## src/rtl/lotr_pkg.sv

```systemverilog
// Shared ring-controller types: opcode, ring request payload and local-arbiter defaults.
package lotr_pkg;

    typedef logic [2:0] t_opcode;
    localparam t_opcode NO_OP = 3'd0;

    typedef struct packed {
        logic [9:0]  requestor;
        t_opcode     opcode;
        logic [31:0] address;
        logic [31:0] data;
    } t_ring_req;

    localparam int RC_LCL_FIFO_DEPTH = 4;
    localparam int RC_STARVE_MAX     = 8;

endpackage

```

## src/rtl/rc_req_out_arb_if.sv

```systemverilog
// Request-side bus of the RingReqOut arbiter: pass-through input, core push port and ring output.
interface rc_req_out_arb_if;
    import lotr_pkg::*;

    logic        PtValidQ501H;
    logic [9:0]  PtRequestorQ501H;
    t_opcode     PtOpcodeQ501H;
    logic [31:0] PtAddressQ501H;
    logic [31:0] PtDataQ501H;

    logic        C2F_ReqValidQ500H;
    t_opcode     C2F_ReqOpcodeQ500H;
    logic [1:0]  C2F_ReqThreadIDQ500H;
    logic [31:0] C2F_ReqAddressQ500H;
    logic [31:0] C2F_ReqDataQ500H;
    logic        C2F_ReqStall;

    logic        RingReqOutValidQ502H;
    logic [9:0]  RingReqOutRequestorQ502H;
    t_opcode     RingReqOutOpcodeQ502H;
    logic [31:0] RingReqOutAddressQ502H;
    logic [31:0] RingReqOutDataQ502H;
    logic        StarveForceQ502H;

    modport master (
        output PtValidQ501H, PtRequestorQ501H, PtOpcodeQ501H, PtAddressQ501H, PtDataQ501H,
        output C2F_ReqValidQ500H, C2F_ReqOpcodeQ500H, C2F_ReqThreadIDQ500H,
        output C2F_ReqAddressQ500H, C2F_ReqDataQ500H,
        input  C2F_ReqStall,
        input  RingReqOutValidQ502H, RingReqOutRequestorQ502H, RingReqOutOpcodeQ502H,
        input  RingReqOutAddressQ502H, RingReqOutDataQ502H, StarveForceQ502H
    );

    modport slave (
        input  PtValidQ501H, PtRequestorQ501H, PtOpcodeQ501H, PtAddressQ501H, PtDataQ501H,
        input  C2F_ReqValidQ500H, C2F_ReqOpcodeQ500H, C2F_ReqThreadIDQ500H,
        input  C2F_ReqAddressQ500H, C2F_ReqDataQ500H,
        output C2F_ReqStall,
        output RingReqOutValidQ502H, RingReqOutRequestorQ502H, RingReqOutOpcodeQ502H,
        output RingReqOutAddressQ502H, RingReqOutDataQ502H, StarveForceQ502H
    );

endinterface

```

## src/rtl/rc_req_fifo.sv

```systemverilog
// Synchronous FIFO of ring requests with occupancy count; the head is read combinationally.
module rc_req_fifo
    import lotr_pkg::*;
#(
    parameter int DEPTH = RC_LCL_FIFO_DEPTH,
    localparam int AW   = $clog2(DEPTH),
    localparam int CW   = AW + 1
) (
    input  logic          clk,
    input  logic          rst_n,
    input  logic          push,
    input  t_ring_req     wdata,
    input  logic          pop,
    output t_ring_req     rdata,
    output logic [CW-1:0] count,
    output logic          full,
    output logic          empty
);

    t_ring_req         mem [DEPTH];
    logic [AW-1:0]     wr_ptr;
    logic [AW-1:0]     rd_ptr;
    logic              do_push;
    logic              do_pop;

    assign full    = (count == CW'(DEPTH));
    assign empty   = (count == '0);
    assign do_pop  = pop && !empty;
    // A pop in the same cycle frees the slot, so a push at full is still legal then.
    assign do_push = push && (!full || do_pop);
    assign rdata   = mem[rd_ptr];

    always_ff @(posedge clk) begin
        if (do_push) mem[wr_ptr] <= wdata;
    end

    always_ff @(posedge clk) begin
        if (!rst_n) begin
            wr_ptr <= '0;
            rd_ptr <= '0;
            count  <= '0;
        end else begin
            if (do_push) wr_ptr <= wr_ptr + 1'b1;
            if (do_pop)  rd_ptr <= rd_ptr + 1'b1;
            count <= count + CW'(do_push) - CW'(do_pop);
        end
    end

    a_no_overflow: assert property (@(posedge clk) disable iff (!rst_n) !(push && full && !pop));

endmodule

```

## src/rtl/rc_req_out_arb.sv

```systemverilog
// RingReqOut slot scheduler: pass-through traffic vs. buffered local core requests,
// with a one-entry delay slot so a starved local request can steal a single ring slot.
module rc_req_out_arb
    import lotr_pkg::*;
#(
    parameter int FIFO_DEPTH = RC_LCL_FIFO_DEPTH,
    parameter int STARVE_MAX = RC_STARVE_MAX
) (
    input  logic       QClk,
    input  logic       RstQnnnL,
    input  logic [7:0] CoreID,
    rc_req_out_arb_if.slave bus
);

    localparam int CW = $clog2(FIFO_DEPTH) + 1;
    localparam int SW = (STARVE_MAX > 1) ? $clog2(STARVE_MAX) : 1;
    localparam logic [SW-1:0] STARVE_LIM = SW'(STARVE_MAX - 1);

    typedef enum logic {DIRECT, DELAYED} t_state;

    t_state        state, state_nxt;
    t_ring_req     dly_req, dly_nxt;
    logic [SW-1:0] starve_cnt, starve_nxt;

    t_ring_req     pt_req, lcl_req, head;
    logic [CW-1:0] fifo_cnt;
    logic          fifo_full, fifo_empty;
    logic          pop, lcl_win;
    logic          win_valid, force_nxt;
    t_ring_req     win_req;

    logic          out_valid, out_force;
    t_ring_req     out_req;

    assign pt_req  = '{requestor: bus.PtRequestorQ501H, opcode: bus.PtOpcodeQ501H,
                       address: bus.PtAddressQ501H, data: bus.PtDataQ501H};
    assign lcl_req = '{requestor: {CoreID, bus.C2F_ReqThreadIDQ500H},
                       opcode: bus.C2F_ReqOpcodeQ500H,
                       address: bus.C2F_ReqAddressQ500H, data: bus.C2F_ReqDataQ500H};

    rc_req_fifo #(.DEPTH(FIFO_DEPTH)) u_fifo (
        .clk   (QClk),
        .rst_n (RstQnnnL),
        .push  (bus.C2F_ReqValidQ500H),
        .wdata (lcl_req),
        .pop   (pop),
        .rdata (head),
        .count (fifo_cnt),
        .full  (fifo_full),
        .empty (fifo_empty)
    );

    // One request may already be in flight when the core sees stall, hence DEPTH-1.
    assign bus.C2F_ReqStall = fifo_full || (fifo_cnt == CW'(FIFO_DEPTH - 1));

    always_comb begin
        state_nxt = state;
        dly_nxt   = dly_req;
        pop       = 1'b0;
        lcl_win   = 1'b0;
        win_valid = 1'b0;
        win_req   = '0;
        force_nxt = 1'b0;
        case (state)
            DIRECT: begin
                lcl_win = !fifo_empty && (!bus.PtValidQ501H || starve_cnt == STARVE_LIM);
                if (lcl_win) begin
                    pop       = 1'b1;
                    win_valid = 1'b1;
                    win_req   = head;
                    if (bus.PtValidQ501H) begin
                        dly_nxt   = pt_req;
                        state_nxt = DELAYED;
                        force_nxt = 1'b1;
                    end
                end else if (bus.PtValidQ501H) begin
                    win_valid = 1'b1;
                    win_req   = pt_req;
                end
            end
            DELAYED: begin
                win_valid = 1'b1;
                win_req   = dly_req;
                if (bus.PtValidQ501H) dly_nxt = pt_req;
                else                  state_nxt = DIRECT;
            end
            default: state_nxt = DIRECT;
        endcase

        starve_nxt = starve_cnt;
        if (fifo_empty || lcl_win)        starve_nxt = '0;
        else if (starve_cnt != STARVE_LIM) starve_nxt = starve_cnt + 1'b1;
    end

    always_ff @(posedge QClk) begin
        if (!RstQnnnL) begin
            state      <= DIRECT;
            dly_req    <= '0;
            starve_cnt <= '0;
            out_valid  <= 1'b0;
            out_req    <= '0;
            out_force  <= 1'b0;
        end else begin
            state      <= state_nxt;
            dly_req    <= dly_nxt;
            starve_cnt <= starve_nxt;
            out_valid  <= win_valid;
            out_req    <= win_req;
            out_force  <= force_nxt;
        end
    end

    assign bus.RingReqOutValidQ502H     = out_valid;
    assign bus.RingReqOutRequestorQ502H = out_req.requestor;
    assign bus.RingReqOutOpcodeQ502H    = out_req.opcode;
    assign bus.RingReqOutAddressQ502H   = out_req.address;
    assign bus.RingReqOutDataQ502H      = out_req.data;
    assign bus.StarveForceQ502H         = out_force;

endmodule

```

## src/flat_wrapper.sv

```systemverilog
// flat-port wrapper written by rule: the top's interface ports become plain ports
module rc_req_out_arb_flat import lotr_pkg::*;
#(
    parameter int FIFO_DEPTH = RC_LCL_FIFO_DEPTH,
    parameter int STARVE_MAX = RC_STARVE_MAX
)
  (QClk, RstQnnnL, CoreID, bus_PtValidQ501H, bus_PtRequestorQ501H, bus_PtOpcodeQ501H, bus_PtAddressQ501H, bus_PtDataQ501H, bus_C2F_ReqValidQ500H, bus_C2F_ReqOpcodeQ500H, bus_C2F_ReqThreadIDQ500H, bus_C2F_ReqAddressQ500H, bus_C2F_ReqDataQ500H, bus_C2F_ReqStall, bus_RingReqOutValidQ502H, bus_RingReqOutRequestorQ502H, bus_RingReqOutOpcodeQ502H, bus_RingReqOutAddressQ502H, bus_RingReqOutDataQ502H, bus_StarveForceQ502H);
  rc_req_out_arb_if bus_i ();
  input  logic QClk;
  input  logic RstQnnnL;
  input  logic [7:0] CoreID;
  input wire logic [$bits(bus_i.PtValidQ501H)-1:0] bus_PtValidQ501H;
  input wire logic [$bits(bus_i.PtRequestorQ501H)-1:0] bus_PtRequestorQ501H;
  input wire logic [$bits(bus_i.PtOpcodeQ501H)-1:0] bus_PtOpcodeQ501H;
  input wire logic [$bits(bus_i.PtAddressQ501H)-1:0] bus_PtAddressQ501H;
  input wire logic [$bits(bus_i.PtDataQ501H)-1:0] bus_PtDataQ501H;
  input wire logic [$bits(bus_i.C2F_ReqValidQ500H)-1:0] bus_C2F_ReqValidQ500H;
  input wire logic [$bits(bus_i.C2F_ReqOpcodeQ500H)-1:0] bus_C2F_ReqOpcodeQ500H;
  input wire logic [$bits(bus_i.C2F_ReqThreadIDQ500H)-1:0] bus_C2F_ReqThreadIDQ500H;
  input wire logic [$bits(bus_i.C2F_ReqAddressQ500H)-1:0] bus_C2F_ReqAddressQ500H;
  input wire logic [$bits(bus_i.C2F_ReqDataQ500H)-1:0] bus_C2F_ReqDataQ500H;
  output wire logic [$bits(bus_i.C2F_ReqStall)-1:0] bus_C2F_ReqStall;
  output wire logic [$bits(bus_i.RingReqOutValidQ502H)-1:0] bus_RingReqOutValidQ502H;
  output wire logic [$bits(bus_i.RingReqOutRequestorQ502H)-1:0] bus_RingReqOutRequestorQ502H;
  output wire logic [$bits(bus_i.RingReqOutOpcodeQ502H)-1:0] bus_RingReqOutOpcodeQ502H;
  output wire logic [$bits(bus_i.RingReqOutAddressQ502H)-1:0] bus_RingReqOutAddressQ502H;
  output wire logic [$bits(bus_i.RingReqOutDataQ502H)-1:0] bus_RingReqOutDataQ502H;
  output wire logic [$bits(bus_i.StarveForceQ502H)-1:0] bus_StarveForceQ502H;
  assign bus_i.PtValidQ501H = bus_PtValidQ501H;
  assign bus_i.PtRequestorQ501H = bus_PtRequestorQ501H;
  assign bus_i.PtOpcodeQ501H = bus_PtOpcodeQ501H;
  assign bus_i.PtAddressQ501H = bus_PtAddressQ501H;
  assign bus_i.PtDataQ501H = bus_PtDataQ501H;
  assign bus_i.C2F_ReqValidQ500H = bus_C2F_ReqValidQ500H;
  assign bus_i.C2F_ReqOpcodeQ500H = bus_C2F_ReqOpcodeQ500H;
  assign bus_i.C2F_ReqThreadIDQ500H = bus_C2F_ReqThreadIDQ500H;
  assign bus_i.C2F_ReqAddressQ500H = bus_C2F_ReqAddressQ500H;
  assign bus_i.C2F_ReqDataQ500H = bus_C2F_ReqDataQ500H;
  assign bus_C2F_ReqStall = bus_i.C2F_ReqStall;
  assign bus_RingReqOutValidQ502H = bus_i.RingReqOutValidQ502H;
  assign bus_RingReqOutRequestorQ502H = bus_i.RingReqOutRequestorQ502H;
  assign bus_RingReqOutOpcodeQ502H = bus_i.RingReqOutOpcodeQ502H;
  assign bus_RingReqOutAddressQ502H = bus_i.RingReqOutAddressQ502H;
  assign bus_RingReqOutDataQ502H = bus_i.RingReqOutDataQ502H;
  assign bus_StarveForceQ502H = bus_i.StarveForceQ502H;
  rc_req_out_arb #(.FIFO_DEPTH(FIFO_DEPTH), .STARVE_MAX(STARVE_MAX)) u_core (.QClk(QClk), .RstQnnnL(RstQnnnL), .CoreID(CoreID), .bus(bus_i));
endmodule
```

## config.mk

```make
export PLATFORM = sky130hd
export DESIGN_NAME = rc_req_out_arb_flat
export DESIGN_NICKNAME = d
export VERILOG_FILES = /design/src/rtl/lotr_pkg.sv /design/src/rtl/rc_req_out_arb_if.sv /design/src/rtl/rc_req_fifo.sv /design/src/rtl/rc_req_out_arb.sv /design/src/flat_wrapper.sv
export SDC_FILE = /design/constraint.sdc
export NUM_CORES = 1
export LEC_CHECK = 0
export ABC_AREA = 1
export BUFFER_PORTS_ARGS = -buffer_cell sky130_fd_sc_hd__buf_4
export CELL_PAD_IN_SITES_DETAIL_PLACEMENT = 0
export CELL_PAD_IN_SITES_GLOBAL_PLACEMENT = 2
export CORE_MARGIN = 4
export CORE_UTILIZATION = 36
export DETAILED_ROUTE_END_ITERATION = 10
export GPL_TIMING_DRIVEN = 0
export PLACE_DENSITY_LB_ADDON = 0.1
export REMOVE_ABC_BUFFERS = 1
export SYNTH_ARGS = -nofsm -noshare
export SYNTH_HDL_FRONTEND = slang
export SYNTH_SLANG_ARGS = --single-unit
```

## constraint.sdc

```tcl
create_clock -name QClk -period 6.2 [get_ports QClk]
set_input_delay 1.24 -clock QClk [delete_from_list [all_inputs] [get_ports QClk]]
set_output_delay 1.24 -clock QClk [all_outputs]
set_load 0.1 [all_outputs]
```

==> flow_summary.ini <==
[critical_path]
crit_path_start_kind = primary input
r2r_cells = 12
crit_path_end = u_core.dly_req[50]
crit_type = primary input to flop
cp-end-kind = flop
arrival_ns = 5.89
ff2ff_setup_slack_ns = 1.27
crit_required_ns = 6.72
worstReg2RegStart = u_core.starve_cnt[0]
reg2reg_to = u_core.dly_req[50]
crit_start = bus_PtValidQ501H
cp_max_fo = 78

[sta]
min_period_ns = 5.37
drv_slew = 0
rsz0062_at_grt = false
maxSlewHeadroom_pct = 12.0
clock.fmax_ghz = 0.186
tightest_slew_ns = 1.32
skew_ns = 0.0224
hold_violations = 0
setup_violations = 0
period_share_pct = 86.7

[floorplan]
placementRows = 87
core_area_sq_um = 56400
io_pins = 238
die_w_microns = 247
initial_core_util_pct = 36.4
die_h_microns = 247
die_area_sq_um = 60900

[power_and_ir_drop]
seqPwrFrac_pct = 37.7
ir_worst_vdd_uv = 233
p_comb_share_pct = 30.1
pwr-share-clk_pct = 32.3
power.switching_mw = 3.79
leakage_nw = 11.9
internal-power_mw = 6.79
powerDensity_nw_per_um2 = 419
p_sw_share_pct = 35.9

[logic_synthesis]
synthSimpleGateAreaFrac_pct = 26.2
synth_mux_area_share_pct = 0
synth_fa_ha_area_share_pct = 0.586
netlist_area_sq_um = 20500
synth_area_leaders = edfxtp_1, dfxtp_1, nand2_1
avgSynthCellArea_sq_um = 8.90
synth_top_area_share_pct = 45.1
synth_cells = 2305
synthDistinctLibCells = 25
synth-seq-cells = 477
yosysTopAreaCell = edfxtp_1
ys.warnings.count = 0
synth_compound_area_share_pct = 0.988
synth-seq-area-share_pct = 61.6
synth_xor_area_share_pct = 0.128
synth_top_family_by_area = simple AND/OR/NAND/NOR gates

[layout]
final_cell_mix = nand2_1, inv_1, nand3_1, edfxtp_1, buf_4
layoutNonFillerInstCount = 3303
fin_area_sq_um = 25300
area_delta_synth_final_pct = 23.2
layout-drive-gt1-share_pct = 15.0
layout.nets = 2662
final_common_cell = nand2_1

[outcome]
status = finished clean

[global_route]
track_usage_pct = 18.7
gr-total-overflow = 0
antenna_found_initial = 11
grt_pass1_wl_microns = 87100
first_global_vias = 14900
grt_max_degree = 95

[place]
dp_cells = 3195
gp_congestion = 0.712
dp_hpwl_microns = 33400
port_buffers = 237
postPlaceCellArea_sq_um = 23300

[clocking]
clock_sinks = 477
cts_tree = yes
cts_hold_buf = 0
cts-htree-levels = 2
post_cts_buffers = 0
cts-buffers-inserted = 54
clkTransAtPathRegs_ns = 0.06
ctsResizeCount = 0
clockBufferDepth = 3
root_buffer = clkbuf_16
clock_latency_ns = 0.60

[run]
maxCapViolations = 0

[detailed_routing]
vias = 15100
via_per_inst = 4.58
drt_first_iter_violations = 801
ant_nets = 0
routedWlPerCell_microns = 17.4
drt-pass1-iter-count = 7
drc = 0
wirelength_microns = 57500

[min_path]
hold_class = flop to flop
## cell families (layout without fill, tap and decap cells)
| logic type | Yosys count | count (layout) |
|---|---|---|
| flip-flops | 477 | 477 |
| AO/OA/AOI/OAI | 40 | 40 |
| other | 0 | 6 |
| adder cells (fa/ha/maj) | 9 | 9 |
| AND/OR/NAND/NOR | 1240 | 1240 |
| buffers and inverters | 536 | 772 |
| XOR/XNOR | 3 | 3 |
## sequential cells by signal, summed over array words and instances (netlist names), named ones only
| register | cells |
|---|---|
| u_core.dly_req | 77 |
| u_core.u_fifo.rd_ptr | 2 |
| u_core.u_fifo.mem | 308 |
| u_core.u_fifo.count | 3 |
| u_core.bus.RingReqOutOpcodeQ502H | 3 |
| u_core.bus.RingReqOutValidQ502H | 1 |
| u_core.bus.RingReqOutDataQ502H | 32 |
| u_core.bus.RingReqOutAddressQ502H | 32 |
| u_core.state | 1 |
| u_core.bus.RingReqOutRequestorQ502H | 10 |
| u_core.starve_cnt | 3 |
| u_core.bus.StarveForceQ502H | 1 |
| u_core.u_fifo.wr_ptr | 2 |
## critical path: stages
cell	delay, ns
buf_6	0.18
buf_16	0.26
nand2_1	0.22
nand2_4	0.29
buf_16	0.34
nand2_2	0.76
nand2_4	1.00
nor2_4	1.01
buf_12	0.29
nand2_1	0.08
nand2_1	0.06
## worst min-delay path by stage
stage | cells after the start | endpoint | start
6_report | 2 | u_core.dly_req[66] | u_core.dly_req[66]
5_1_grt | 2 | u_core.dly_req[58] | u_core.dly_req[58]
4_1_cts | 2 | u_core.dly_req[66] | u_core.dly_req[66]
3_5_place_dp | 2 | u_core.dly_req[45] | u_core.dly_req[45]
3_3_place_gp | 2 | u_core.dly_req[38] | u_core.dly_req[38]
2_1_floorplan | 2 | u_core.starve_cnt[2] | u_core.starve_cnt[2]
## cell type report
| cell class | instances | area (sq um) |
|---|---|---|
| well taps | 756 | 946 |
| clock inverters | 23 | 284 |
| inverters | 407 | 1540 |
| fillers | 5512 | 31100 |
| clock buffers | 79 | 1670 |
| diodes | 6 | 15.0 |
| repair buffers | 263 | 2400 |
| multi-input cells | 1292 | 5770 |
| flip-flops and latches | 477 | 12600 |
## stage by stage
stage / setup TNS (ns) / power, mW / util (%) / setup slack [ns] / hold WS (ns)
2_1_floorplan: -1.98 / 6.16 / - / -0.00642 / 0.441
3_3_place_gp: -2723.98 / 7.28 / 40.1 / -6.55 / 0.448
3_5_place_dp: 0 / 7.30 / 41.3 / 0.0526 / 0.453
4_1_cts: 0 / 10.8 / 44.8 / 0.689 / 0.461
5_1_grt: 0 / 11.2 / 44.8 / 0.515 / 0.476
6_report: 0 / 10.6 / 44.8 / 0.825 / 0.461
## layer usage
metal | routed length (microns) | track usage [%] | vias to the layer above | share of wire [%]
met5 | 54 | 0 | - | 0.094
met4 | 1150 | 5.07 | 8 | 2.0
met3 | 3140 | 3.75 | 77 | 5.5
met2 | 28100 | 32.2 | 302 | 49
met1 | 25000 | 24.0 | 7135 | 44
li1 | - | - | 7595 | -
## Yosys cell counts, drive strengths merged
| library cell | n |
|---|---|
| clkbuf | 48 |
| xnor2 | 1 |
| nand3 | 312 |
| nand2 | 836 |
| o31ai | 1 |
| xor2 | 2 |
| inv | 407 |
| ha | 8 |
| fa | 1 |
| nor2 | 15 |
| dfxtp | 169 |
| o21ai | 2 |
| nand3b | 77 |
| buf | 81 |
| a21oi | 37 |
| edfxtp | 308 |
## power groups by stage
stage | sequential (mW) | clock (mW) | combinational [mW]
floorplan | 4.86 | 0 | 1.29
global placement | 4.23 | 0 | 3.05
detailed placement | 4.05 | 0 | 3.25
CTS | 3.99 | 3.53 | 3.25
global route | 4.03 | 3.66 | 3.49
finish | 3.98 | 3.41 | 3.18
No activity file was read; power rests on OpenSTA's default activity.
